File: src/rtl/instr_fetch_unit.sv
// Instruction fetch unit: single-outstanding request FSM (REQ/WAIT/DRAIN) with a registered output slot.
// Optional performance counters are built when IFU_PERF_CNT_EN is defined.
module instr_fetch_unit #(
   parameter logic [31:0] RESET_PC = 32'h0000_0000
) (
   input  logic        clk,
   input  logic        reset,
   output logic        imem_req_valid,
   input  logic        imem_req_ready,
   output logic [31:0] imem_req_addr,
   input  logic        imem_rsp_valid,
   input  logic [31:0] imem_rsp_data,
   input  logic        stall,
   input  logic        redirect_valid,
   input  logic [31:0] redirect_pc,
   output logic        if_valid,
   output logic [31:0] if_idata,
   output logic [31:0] if_pc
`ifdef IFU_PERF_CNT_EN
   ,
   output logic [31:0] perf_fetch_cnt,
   output logic [31:0] perf_stall_cnt
`endif
);

   typedef enum logic [1:0] {
      S_REQ,
      S_WAIT,
      S_DRAIN
   } state_t;

   state_t      r_state;
   state_t      w_state_nxt;
   logic [31:0] r_pc;
   logic [31:0] r_inflight_pc;
   logic        r_if_valid;
   logic [31:0] r_if_idata;
   logic [31:0] r_if_pc;

   logic        w_req_valid;
   logic        w_handshake;
   logic        w_load;
   logic        w_consume;

   always_ff @(posedge clk or negedge reset) begin
      if (!reset) begin
         r_state <= S_REQ;
      end else begin
         r_state <= w_state_nxt;
      end
   end

   always_comb begin
      w_state_nxt = r_state;
      // The reset term keeps the request low while reset is held, even though state already reads REQ.
      w_req_valid = reset && (r_state == S_REQ) && (!r_if_valid || !stall);
      w_handshake = w_req_valid && imem_req_ready;
      w_load      = (r_state == S_WAIT) && imem_rsp_valid && !redirect_valid;
      w_consume   = r_if_valid && !stall;
      case (r_state)
         S_REQ: begin
            if (w_handshake) begin
               w_state_nxt = redirect_valid ? S_DRAIN : S_WAIT;
            end
         end
         S_WAIT: begin
            if (imem_rsp_valid) begin
               w_state_nxt = S_REQ;
            end else if (redirect_valid) begin
               w_state_nxt = S_DRAIN;
            end
         end
         S_DRAIN: begin
            if (imem_rsp_valid) begin
               w_state_nxt = S_REQ;
            end
         end
         default: w_state_nxt = S_REQ;
      endcase
   end

   always_ff @(posedge clk or negedge reset) begin
      if (!reset) begin
         r_pc          <= RESET_PC;
         r_inflight_pc <= '0;
      end else begin
         if (w_handshake) begin
            r_inflight_pc <= r_pc;
         end
         if (redirect_valid) begin
            r_pc <= redirect_pc;
         end else if (w_handshake) begin
            r_pc <= r_pc + 32'd4;
         end
      end
   end

   // Redirect flushes the slot regardless of stall; otherwise a load wins over consumption.
   always_ff @(posedge clk or negedge reset) begin
      if (!reset) begin
         r_if_valid <= 1'b0;
         r_if_idata <= '0;
         r_if_pc    <= '0;
      end else if (redirect_valid) begin
         r_if_valid <= 1'b0;
      end else if (w_load) begin
         r_if_valid <= 1'b1;
         r_if_idata <= imem_rsp_data;
         r_if_pc    <= r_inflight_pc;
      end else if (w_consume) begin
         r_if_valid <= 1'b0;
      end
   end

`ifdef IFU_PERF_CNT_EN
   logic [31:0] r_perf_fetch_cnt;
   logic [31:0] r_perf_stall_cnt;

   always_ff @(posedge clk or negedge reset) begin
      if (!reset) begin
         r_perf_fetch_cnt <= '0;
         r_perf_stall_cnt <= '0;
      end else begin
         if (w_load) begin
            r_perf_fetch_cnt <= r_perf_fetch_cnt + 32'd1;
         end
         if (r_if_valid && stall) begin
            r_perf_stall_cnt <= r_perf_stall_cnt + 32'd1;
         end
      end
   end

   assign perf_fetch_cnt = r_perf_fetch_cnt;
   assign perf_stall_cnt = r_perf_stall_cnt;
`endif

   assign imem_req_valid = w_req_valid;
   assign imem_req_addr  = r_pc;
   assign if_valid       = r_if_valid;
   assign if_idata       = r_if_idata;
   assign if_pc          = r_if_pc;

endmodule

File: config.mk
export PLATFORM = sky130hd
export DESIGN_NAME = instr_fetch_unit
export DESIGN_NICKNAME = d
export VERILOG_FILES = /design/src/rtl/instr_fetch_unit.sv
export SDC_FILE = /design/constraint.sdc
export NUM_CORES = 1
export LEC_CHECK = 0
export CORE_MARGIN = 2
export CORE_UTILIZATION = 30
export CTS_CLUSTER_DIAMETER = 120
export DETAILED_ROUTE_END_ITERATION = 12
export GPL_TIMING_DRIVEN = 0
export MAX_ROUTING_LAYER = met4
export SLEW_MARGIN = 0
export SYNTH_ARGS = -nofsm -noshare
export SYNTH_HDL_FRONTEND = slang
export SYNTH_SLANG_ARGS = --single-unit
export TNS_END_PERCENT = 5
File: constraint.sdc
create_clock -name clk -period 5.9 [get_ports clk]
set_input_delay 1.475 -clock clk [delete_from_list [all_inputs] [get_ports clk]]
set_output_delay 1.475 -clock clk [all_outputs]
set_load 0.03 [all_outputs]
# Word level (Yosys, flattened, before mapping)
# Index checks and enable logic that the tools add are counted.
# word_totals
regBits	131
output_inout_bits	98
wordCells	39
# op_classes
n_addsub	1
eq_ne	5
n_mux	11
n_bitwise	1
reduce_logical	15
# op_table
operator	n
two-way mux 32 bit	2
adder 32 x 3 -> 32 bit (second input constant)	1
two-way mux 2 bit	5
logical AND 1 bit	6
case mux 2 bit (3 select lines)	1
inequality test 2 bit (second input constant)	2
zero test 1 bit	3
two-way mux 1 bit	3
inequality test 3 bit (second input constant)	1
AND reduction 3 bit	1
nonzero test 3 bit	1
equality test 2 x 1 -> 1 bit (second input constant)	1
equality test 2 bit (second input constant)	1
zero test 2 bit	1
AND reduction 2 bit	1
nonzero test 2 bit	1
logical OR 1 bit	1
NOT 1 bit	1

# Longest topological paths before layout
# depth
ltp_word	6
depth_mapped	6
depth_no_buf	5

# Least setup slack after synthesis
# OpenSTA, ideal clock, no wires.
# synth_timing
path_kind	input -> output
from	input stall
to	output imem_req_valid
t_arrival_ps	2204
required_time_ps	4425
setup_slack_ps	2221
cell_stages	2
path_buffers	0
cell_sequence	a211oi_2 and2_1
# synth_via
elab_chain_cells	3
# synth_rtl
element	line_no	rtl
start, declared	13	input logic stall,
zero test 1 bit	56	w_req_valid = reset && (r_state == S_REQ) && (!r_if_valid || !stall);
logical OR 1 bit	56	
logical AND 1 bit	56	
end, declared	8	output logic imem_req_valid,
# Every way passes these cells.

# Worst setup path in the final report
# Same ends and word-level chain as after synthesis.

==> metrics.md <==
| Metric | Value |
|---|---|
| DR pass1 iterations | `5` |
| Hold WC Path Type | `flop to flop` |
| Hold depth | `1` |
| Largest cells by area after synthesis | `dfrtp_1 59%, mux2_2 13%, mux2_1 6.7%` |
| Leakage | `0.00328 uW` |
| Layout area overhead | `46.2%` |
| Vias in the first global route | `4400` |
| Post-route antenna net violation count | `0` |
| Finish-stage setup viols | `0` |
| Largest stage delay, worst path | `0.69 ns` |
| Cell-internal power | `2430 uW` |
| Slew Limit Fails | `0` |
| Core Area | `0.0180 sq mm` |
| Vias per inst | `4.97` |
| Kind of critical path | `input port to output port` |
| Unrepaired setup endpoints after global routing | `no` |
| Switch share | `32.5%` |
| Cell Area, Placed | `0.00752 sq mm` |
| Hold Crit Start | `if_pc[21]$_DFFE_PN0P_` |
| Vias after detailed routing | `4245` |
| Die X | `140 um` |
| DR iter-0 viols | `284` |
| Most common cell on crit path | `clkdlybuf4s50_1` |
| N_diodes | `0` |
| Final Power | `3600 uW` |
| Synth Instances | `428` |
| Crit path cell chain | `clkdlybuf4s50_1 > a211oi_2 > and2_1 > clkdlybuf4s50_1` |
| Critical path's slowest cell | `a211oi_2` |
| Top cell type's share of synthesized area | `59.1%` |
| Status | `finished clean` |
| Final hold vios | `0` |
| Critical Path Sink Type | `output port` |
| Post-Syn Area | `0.00555 sq mm` |
| Power Density | `444 mW/mm^2` |
| GRT overflow | `0` |
| Worst Skew | `0.00769 ns` |
| Sequential power share | `36.9%` |
| Slew margin rel. | `47.1%` |
| Die Y | `140 um` |
| Die Area | `0.0196 sq mm` |
| Detail Placement HPWL | `11.1 mm` |
| Max Clock Freq | `199 MHz` |
| Max_cap viols | `0` |
| CP required | `4.43 ns` |
| Placer Congestion | `0.837` |
| Root buffer cell | `clkbuf_16` |
| Async set-or-reset flop fraction in the synthesized netlist | `100%` |
| CTS tree | `built` |
| Bufs on Longest Clock Path | `2` |
| Post-synth EDFFs | `0` |
| Residual DRC | `0` |
| Sw Pwr | `1170 uW` |
| H-Tree Depth | `4` |
| Post_cts resized | `0` |
| Peak supply drop | `0.246 mV` |
| R2R setup slack | `3.25 ns` |
| Post-CTS Setup Inserts | `0` |
| Fin area | `0.00811 sq mm` |
| Initial antenna violation count | `0` |
| FP Rows | `49` |
| Final min period | `5.03 ns` |
| Power share of the combinational group | `33.9%` |
| Largest area contributor in the netlist | `dfrtp_1` |
| Clock-pin slew of the registers on the worst-case setup and hold paths | `0.06 ns` |
| Crit path arrival time | `3.55 ns` |
| Number of port buffers | `166` |
| CTS sink count | `131` |
| Drt total wl | `15.3 mm` |
| Sequential area share after synthesis | `59.1%` |
| Hold Buf Count CTS | `0` |
| Fillers | `1665` |
| CP top delay family | `buffers and inverters` |
| Crit Reg-Reg Endpoint | `imem_req_addr[2]$_DFFE_PN0P_` |
| Commonest non-fill, non-tap cells in the layout | `165 x clkdlybuf4s50_1, 131 x dfrtp_1, 62 x mux2_2` |
| YS warnings | `0` |
| Largest net degree at the start of global routing | `96` |
| Setup_tns | `0 ns` |
| Post-synthesis net count | `499` |
| Crit path buffers/inverters | `2` |
| RR Startpoint | `r_state[1]$_DFFE_PN0P_` |
| Most common cell after layout, fill and taps aside | `clkdlybuf4s50_1` |
| Gr usage total | `16.2%` |
| Io pins | `168` |
| Startpoint class of the critical path | `input port` |
| Syn Area/Cell | `13.0 sq um` |
| Fin crit share | `85.2%` |
| Global-route wire length before repair | `24.0 mm` |
| Fin nets | `685` |
| Max FO, Critical Path | `9` |
| Clock network power share | `29.3%` |
| Num CTS Buffers | `17` |
| Top FF cell, synth | `dfrtp_1` |
| Slew @ Worst Pin | `0.793 ns` |
| Hold Crit Endpoint | `if_pc[21]$_DFFE_PN0P_` |
| R2R depth | `6` |
| Unique cell type count in the Yosys netlist | `45` |
| Starting Density | `30.8%` |
| DR WL/cell | `17.9 um` |
| Layout cells sized above 1 | `15.8%` |
| Clock latency on the worst-skew pair | `0.41 ns` |
| Core Util, Final | `45.0%` |
| Seq cells post-synth | `131` |
## power by group through the flow
stage               clock network [uW]  registers (uW)  logic (uW)
floorplan                            0            1720         268
global placement                     0            1330        1210
detailed placement                   0            1340        1230
CTS                               1080            1330        1230
global route                      1130            1370        1280
finish                            1050            1330        1220
## synth_stat cells (all sizes together), types with 2 or more instances
library cell and n:
xor2 5, nor3 2, clkbuf 13, mux2 95
nand2 24, nand3 16, buf 8, and3 2
a31oi 16, a21oi 2, dfrtp 131, nor4 5
nor2 17, or4 18, or3 2, nor2b 3
inv 4, xnor2 5, nand4 10, and4 5
o31ai 14, o21ai 17
## metrics by stage
step	setup WS, ns	instances	hold WS (ns)
global route	0.778	854	0.506
floorplan	2.22	428	0.450
CTS	0.861	854	0.490
global placement	-3.16	823	0.469
finish	0.874	854	0.484
detailed placement	0.876	824	0.477
## worst max path at each step
| stage | endpoint | slack (ns) | from | cells past startpoint |
|---|---|---|---|---|
| 2_1_floorplan | imem_req_valid | 2.22 | stall | 2 |
| 3_3_place_gp | imem_req_addr[26]$_DFFE_PN0P_ | -3.16 | reset | 5 |
| 3_5_place_dp | imem_req_valid | 0.88 | stall | 4 |
| 4_1_cts | imem_req_valid | 0.86 | stall | 4 |
| 5_1_grt | imem_req_valid | 0.78 | stall | 4 |
| 6_report | imem_req_valid | 0.87 | stall | 4 |
## routing by layer
metal	vias up	routed length, um	global-route usage, %
met1	2102	6690	20.0
met5	-	0	-
met3	13	902	4.75
li1	1970	-	-
met2	160	7540	26.2
met4	0	184	4.37
## registers in the layout, indices dropped and copies added (netlist names)
register,count
r_inflight_pc,32
imem_req_addr,32
if_pc,32
r_state,2
if_valid,1
if_idata,32
## area by class of cell
cell class	instances	area (sq um)	share of cell area, %
inverter	4	15.0	0.185
sequential	131	3280	40.4
tap	229	287	3.53
timing repair buffer	167	1690	20.8
buffer	22	100	1.23
multi-input combinational	271	2150	26.5
clock inverter	5	100	1.23
clock buffer	25	485	5.99
## cells by family after synthesis
logic type | after synthesis | synth area share, %
flops | 131 | 59.1
simple gates | 108 | 10.9
mux | 96 | 19.5
compound gates | 56 | 6.66
buf+inv | 26 | 2.08
xor+xnor | 10 | 1.58
fa+ha+maj | 1 | 0.226
No activity file was read; power rests on OpenSTA's default activity.
